--- src/rtl/regfile_sb.sv ---
// regfile_sb: multi-ported register file with a per-register busy scoreboard.
//
// After reset the block runs an initialisation sweep (INIT) that writes
// every register once, one per clock, then enters RUN and raises ready.
//
// Ports
//   clk                 clock, all state updates on the rising edge
//   rst_n               asynchronous reset, active-low
//   ready               1 once the init sweep has finished (RUN state)
//   wr_en/wr_sel/wr_data  write port (RUN only)
//   rd1_sel/rd1_data    read port 1, combinational data
//   rd2_sel/rd2_data    read port 2, combinational data
//   sb_set/sb_sel       mark a register busy (pending producer)
//   rd1_busy/rd2_busy   busy status of the register selected on each read port
module regfile_sb #(
  parameter int XLEN     = 32,
  parameter int NREG     = 32,
  parameter int ZERO_R0  = 1,
  parameter int INIT_IDX = 1,
  parameter int BYPASS   = 1
) (
  input  logic                     clk,
  input  logic                     rst_n,
  output logic                     ready,
  input  logic                     wr_en,
  input  logic [$clog2(NREG)-1:0]  wr_sel,
  input  logic [XLEN-1:0]          wr_data,
  input  logic [$clog2(NREG)-1:0]  rd1_sel,
  input  logic [$clog2(NREG)-1:0]  rd2_sel,
  output logic [XLEN-1:0]          rd1_data,
  output logic [XLEN-1:0]          rd2_data,
  input  logic                     sb_set,
  input  logic [$clog2(NREG)-1:0]  sb_sel,
  output logic                     rd1_busy,
  output logic                     rd2_busy
);

  localparam int            AW   = $clog2(NREG);
  localparam logic [AW-1:0] LAST = AW'(NREG - 1);
  localparam bit            Z0   = (ZERO_R0 != 0);
  localparam bit            BYP  = (BYPASS != 0);

  typedef enum logic {S_INIT = 1'b0, S_RUN = 1'b1} state_t;

  state_t            state;
  state_t            state_nxt;
  logic [AW-1:0]     idx;
  logic [XLEN-1:0]   rf [NREG];
  logic [NREG-1:0]   busy;
  logic [NREG-1:0]   busy_nxt;
  logic              run;
  logic              wr_eff;
  logic              sb_eff;
  logic              fwd1, fwd2;
  logic              set1, set2;
  logic              live1, live2;

  // Value loaded into register i by the init sweep.
  function automatic logic [XLEN-1:0] init_val(input logic [AW-1:0] i);
    if (INIT_IDX == 0 || (Z0 && i == '0)) return '0;
    return XLEN'(i);
  endfunction

  // FSM state register
  always_ff @(posedge clk or negedge rst_n) begin
    if (!rst_n) state <= S_INIT;
    else        state <= state_nxt;
  end

  // FSM next state: leave INIT on the edge that writes the last register
  always_comb begin
    state_nxt = state;
    case (state)
      S_INIT:  if (idx == LAST) state_nxt = S_RUN;
      S_RUN:   state_nxt = S_RUN;
      default: state_nxt = S_INIT;
    endcase
  end

  // FSM outputs
  always_comb begin
    run   = (state == S_RUN);
    ready = run;
  end

  // Sweep counter; it only advances in INIT and wraps to 0 as RUN begins.
  always_ff @(posedge clk or negedge rst_n) begin
    if (!rst_n)              idx <= '0;
    else if (state == S_INIT) idx <= idx + AW'(1);
  end

  // Writes to r0 are dropped when it is hardwired, so its storage is never
  // observed; sb_set to r0 is likewise ignored so r0 can never report busy.
  assign wr_eff = run && wr_en && !(Z0 && wr_sel == '0);
  assign sb_eff = run && sb_set && !(Z0 && sb_sel == '0);

  // Register storage has no reset: contents are defined by the sweep alone.
  always_ff @(posedge clk) begin
    if (state == S_INIT) rf[idx] <= init_val(idx);
    else if (wr_eff)     rf[wr_sel] <= wr_data;
  end

  // Clear-on-write is applied first so a same-index sb_set wins.
  always_comb begin
    busy_nxt = busy;
    if (run && wr_en) busy_nxt[wr_sel] = 1'b0;
    if (sb_eff)       busy_nxt[sb_sel] = 1'b1;
  end

  always_ff @(posedge clk or negedge rst_n) begin
    if (!rst_n) busy <= '0;
    else        busy <= busy_nxt;
  end

  // Read ports. A forwarded write hides the busy bit it is about to clear,
  // unless a same-index sb_set keeps the register busy across the edge.
  assign fwd1  = BYP && wr_en && (wr_sel == rd1_sel);
  assign fwd2  = BYP && wr_en && (wr_sel == rd2_sel);
  assign set1  = sb_set && (sb_sel == rd1_sel);
  assign set2  = sb_set && (sb_sel == rd2_sel);
  assign live1 = run && !(Z0 && rd1_sel == '0);
  assign live2 = run && !(Z0 && rd2_sel == '0);

  assign rd1_data = !live1 ? '0 : (fwd1 ? wr_data : rf[rd1_sel]);
  assign rd2_data = !live2 ? '0 : (fwd2 ? wr_data : rf[rd2_sel]);
  assign rd1_busy = live1 && busy[rd1_sel] && (!fwd1 || set1);
  assign rd2_busy = live2 && busy[rd2_sel] && (!fwd2 || set2);

endmodule

--- config.mk ---
export PLATFORM = sky130hd
export DESIGN_NAME = regfile_sb
export DESIGN_NICKNAME = d
export VERILOG_FILES = /design/src/rtl/regfile_sb.sv
export SDC_FILE = /design/constraint.sdc
export NUM_CORES = 1
export LEC_CHECK = 0
export BUFFER_PORTS_ARGS = -buffer_cell sky130_fd_sc_hd__buf_4
export CAP_MARGIN = 10
export CORE_ASPECT_RATIO = 1.2
export CORE_MARGIN = 1.5
export CORE_UTILIZATION = 55
export DETAILED_ROUTE_END_ITERATION = 10
export PLACE_DENSITY = 0.74
export SLEW_MARGIN = 20
export SYNTH_ARGS = -nofsm -noshare
export SYNTH_HDL_FRONTEND = slang
export SYNTH_SLANG_ARGS = --single-unit
--- constraint.sdc ---
create_clock -name clk -period 3.2 [get_ports clk]
set_input_delay 0.48 -clock clk [delete_from_list [all_inputs] [get_ports clk]]
set_output_delay 0.48 -clock clk [all_outputs]
set_load 0.005 [all_outputs]
==> reports/metrics.csv <==
stage,metric,value,unit
status,run_status,finished clean,
floorplan,design.die.area,95500,sq um
timing,min_period_over_period,99.4,%
grt,first_global_vias,35100,
logic_synthesis,yosysSeqAreaShare,61.5,%
logic_synthesis,synth_cell_types,57,
timing,rsz0062_at_grt,false,
grt,grt_max_degree,52,
clock_network,cts-root-to-sink-buffers,3,
detailed_routing,drc,0,
flow_run,drv_cap,0,
floorplan,core_area,92500,sq um
timing,worst_slack,0.0198,ns
placement,place_congestion,0.897,
logic_synthesis,yosys.area_share.simple,2.50,%
logic_synthesis,netlist_area,51500,sq um
placement,portBuffers,122,
detailed_routing,detailroute.via_count,34400,
grt,antenna_violations_before_repair,4,
timing,report.final.slew_viol_count,0,
timing,holdWs,0.0394,ns
pwr,total_leakage_power,21.8,nW
finish,layout-drive-gt1-share,28.6,%
finish,nets,3377,
setup_path,cp-start-kind,flip-flop,
placement,placement.cell_area,56100,sq um
logic_synthesis,post_synth_fa_ha_maj_area_fraction,0.0729,%
clock_network,cts_root_buf,sky130_fd_sc_hd__clkbuf_16,
setup_path,worstPathArrival,2.70,ns
timing,skew,0.0173,ns
logic_synthesis,postSynth.topFlopCell,sky130_fd_sc_hd__edfxtp_1,
logic_synthesis,syn-num-nets,3147,
clock_network,clk_pin_slew,0.06,ns
clock_network,worst_skew_pair.late_latency,0.70,ns
detailed_routing,drt.antenna.violating_nets,0,
pwr,ir_worst_vdd,0.000650,V
floorplan,chipHeight,338,um
floorplan,initial_core_util,55.7,%
timing,setup_tns,0,ns
grt,groute.usage.overall,34.8,%
placement,hpwl,104,mm
timing,period_minus_slack,3.18,ns
clock_network,numCtsBuffers,100,
pwr,power-per-cell-area,526,nW/um^2
grt,grt_pass1_wl,238,mm
logic_synthesis,synth_edf_count,1024,
timing,hold_violations,0,
floorplan,floorplan_row_count,122,
finish,syn_to_final_growth,16.2,%
logic_synthesis,synthCells,3088,
setup_path,crit_fanout,25,
setup_path,setup.worst_path.class,flip-flop to primary output,
pwr,post-layout-total-power,31.5,mW
logic_synthesis,synth_top_family_by_area,multiplexers,
clock_network,clkSinkCount,1062,
timing,worst_slew_pin_slew,1.07,ns
finish,fillers,6216,
setup_path,worstPathRequired,2.72,ns
grt,global_route_congestion_overflow_total,0,
clock_network,cts_htree_levels,3,
detailed_routing,detail_route.vias_per_cell,7.41,
detailed_routing,finalWirelength,166,mm
logic_synthesis,ys_seq_elements,1062,
logic_synthesis,syn_avg_cell_area,16.7,sq um
logic_synthesis,muxShareOfSynthArea,23.1,%
detailed_routing,detailedRoute.firstPassIterationCount,7,
floorplan,num_io_pins,123,
detailed_routing,wl_per_cell,35.8,um
clock_network,cts_tree,yes,
logic_synthesis,async_reset_ff_share,3.58,%
min_path,hold_path_class,primary input to flip-flop,
logic_synthesis,synth-xor-area-share,0.391,%
floorplan,chipWidth,282,um
finish,finish.instance_area,59900,sq um
timing,timing.max_slew.rel_slack,28.4,%
placement,preCtsSetupSlack,-0.0326,ns
setup_path,r2r_setup_slack,0.49,ns
logic_synthesis,compound_gate_portion_of_the_synthesized_area,9.66,%
logic_synthesis,yosys_warnings,0,
setup_path,cp_capture_type,primary output,
timing,report.final.setup_viol,0,
timing,fmax,0.314,GHz
detailed_routing,number_of_design_rule_violations_left_by_the_first_detailed_router_iteration,4649,
## worst max-delay path, cell delays in order, from the launching register on
cell and delay, ns:
sky130_fd_sc_hd__dfrtp_1 0.38, sky130_fd_sc_hd__buf_4 0.21, sky130_fd_sc_hd__o41a_1 0.18, sky130_fd_sc_hd__o211ai_4 0.13, sky130_fd_sc_hd__buf_12 0.19, sky130_fd_sc_hd__buf_12 0.20
sky130_fd_sc_hd__nor3_1 0.08, sky130_fd_sc_hd__or3_1 0.44, sky130_fd_sc_hd__buf_4 0.18
## stage by stage
step / util (%) / instances
5_1_grt: 64.7 / 4644
3_3_place_gp: 60.7 / 4441
4_1_cts: 64.5 / 4630
6_report: 64.7 / 4647
3_5_place_dp: 60.7 / 4441
2_1_floorplan: - / 3088
## Yosys cell counts (all sizes together) (2+ instances only)
| master | n | area (sq um) |
|---|---|---|
| a221oi | 191 | 1670 |
| o211ai | 5 | 42.5 |
| nand4 | 3 | 18.8 |
| nand2b | 7 | 43.8 |
| clkbuf | 122 | 458 |
| and3 | 2 | 12.5 |
| a21oi | 125 | 626 |
| or3 | 33 | 206 |
| a22o | 2 | 17.5 |
| mux4 | 309 | 6960 |
| o31ai | 2 | 28.8 |
| dfrtp | 38 | 951 |
| nor2 | 46 | 175 |
| nand4b | 2 | 17.5 |
| edfxtp | 1024 | 30700 |
| o21ai | 100 | 500 |
| xor2 | 8 | 70.1 |
| o22a | 31 | 272 |
| inv | 6 | 22.5 |
| o41a | 2 | 22.5 |
| a22oi | 64 | 480 |
| mux2 | 37 | 417 |
| a21boi | 31 | 233 |
| o21bai | 62 | 465 |
| nand2 | 54 | 203 |
| and2 | 29 | 181 |
| nor2b | 3 | 18.8 |
| ha | 3 | 37.5 |
| nor4 | 2 | 12.5 |
| o2bb2ai | 31 | 272 |
| or3b | 4 | 35.0 |
| nand3b | 12 | 90.1 |
| nor3 | 34 | 170 |
| or2 | 7 | 43.8 |
| buf | 140 | 931 |
| nand3 | 9 | 45.0 |
| o41ai | 2 | 25.0 |
| mux2i | 453 | 4530 |
| a211o | 31 | 272 |
| xnor2 | 15 | 131 |
## state kept, by name, indices dropped and copies added, names as in the netlist
register and cells:
rf 1024, busy 32, idx 5, ready 1
## worst paths after layout
check                      startpoint          end  cells past startpoint
min in group asynchronous       rst_n      busy[6]                      2
setup reg to reg                ready    rf[3][14]                      6
setup / recovery                ready  rd2_data[7]                      8
max in group asynchronous       rst_n     busy[17]                      2
hold / removal              sb_sel[1]      busy[4]                      2
hold reg to reg               busy[0]      busy[0]                      1
## repair_timing
action	CTS	global route
resized for setup	2	13
endpoints found under the hold margin	38	0
buffers inserted	0	12
endpoints found under the setup margin	6	24
hold buffers	1	0
pin swaps	0	3
## area by class of cell
| cell class | instances | area (sq um) | share of cell area, % |
|---|---|---|---|
| clock inverter | 80 | 891 | 1.49 |
| tap | 1240 | 1550 | 2.59 |
| clock buffer | 108 | 2610 | 4.35 |
| timing repair buffer | 390 | 4310 | 7.20 |
| inverter | 6 | 25.0 | 0.0418 |
| sequential | 1062 | 31700 | 53.0 |
| multi-input combinational | 1758 | 18800 | 31.4 |
| antenna | 3 | 7.51 | 0.0125 |
## power by group
group          switching [mW]  internal (mW)  total [mW]
combinational            1.95           1.33        3.28
clock                    5.42           7.36        12.8
sequential             0.0537           15.4        15.4
total                    7.42           24.0        31.5
## logic make-up (layout without fill, tap and decap cells)
kind of cell               Yosys count  count (layout)
xor gates and xnor gates            23              23
AOI/OAI and AO/OA                  685             685
DFF                               1062            1062
and+or+nand+nor                    248             248
adders and majority gates            3               3
buffers and inverters              268             584
other                                0               3
muxes                              799             799
## layout by cell type, fill, tap and decap left out, drive strengths merged, types with 4 or more instances in the layout
| cell type | instances |
|---|---|
| edfxtp | 1024 |
| mux2i | 453 |
| buf | 389 |
| mux4 | 309 |
| a221oi | 191 |
| a21oi | 125 |
| clkbuf | 108 |
| o21ai | 100 |
| a22oi | 64 |
| o21bai | 62 |
| nand2 | 54 |
| nor2 | 46 |
| clkinv | 46 |
| dfrtp | 38 |
| mux2 | 37 |
| nor3 | 34 |
| or3 | 33 |
| o22a | 31 |
| o2bb2ai | 31 |
| a211o | 31 |
| a21boi | 31 |
| and2 | 29 |
| bufinv | 18 |
| xnor2 | 15 |
| nand3b | 12 |
| clkinvlp | 12 |
| inv | 10 |
| nand3 | 9 |
| xor2 | 8 |
| nand2b | 7 |
| or2 | 7 |
| o211ai | 5 |
| or3b | 4 |
## per-layer routing
layer,global-route usage (%),part of all wire (%),up-vias
met4,20.9,6.7,4
met1,43.3,33,17400
met5,0,0.017,-
li1,-,-,13500
met3,7.67,12,685
met2,55.8,48,2828
(Power assumes the default switching activity.)
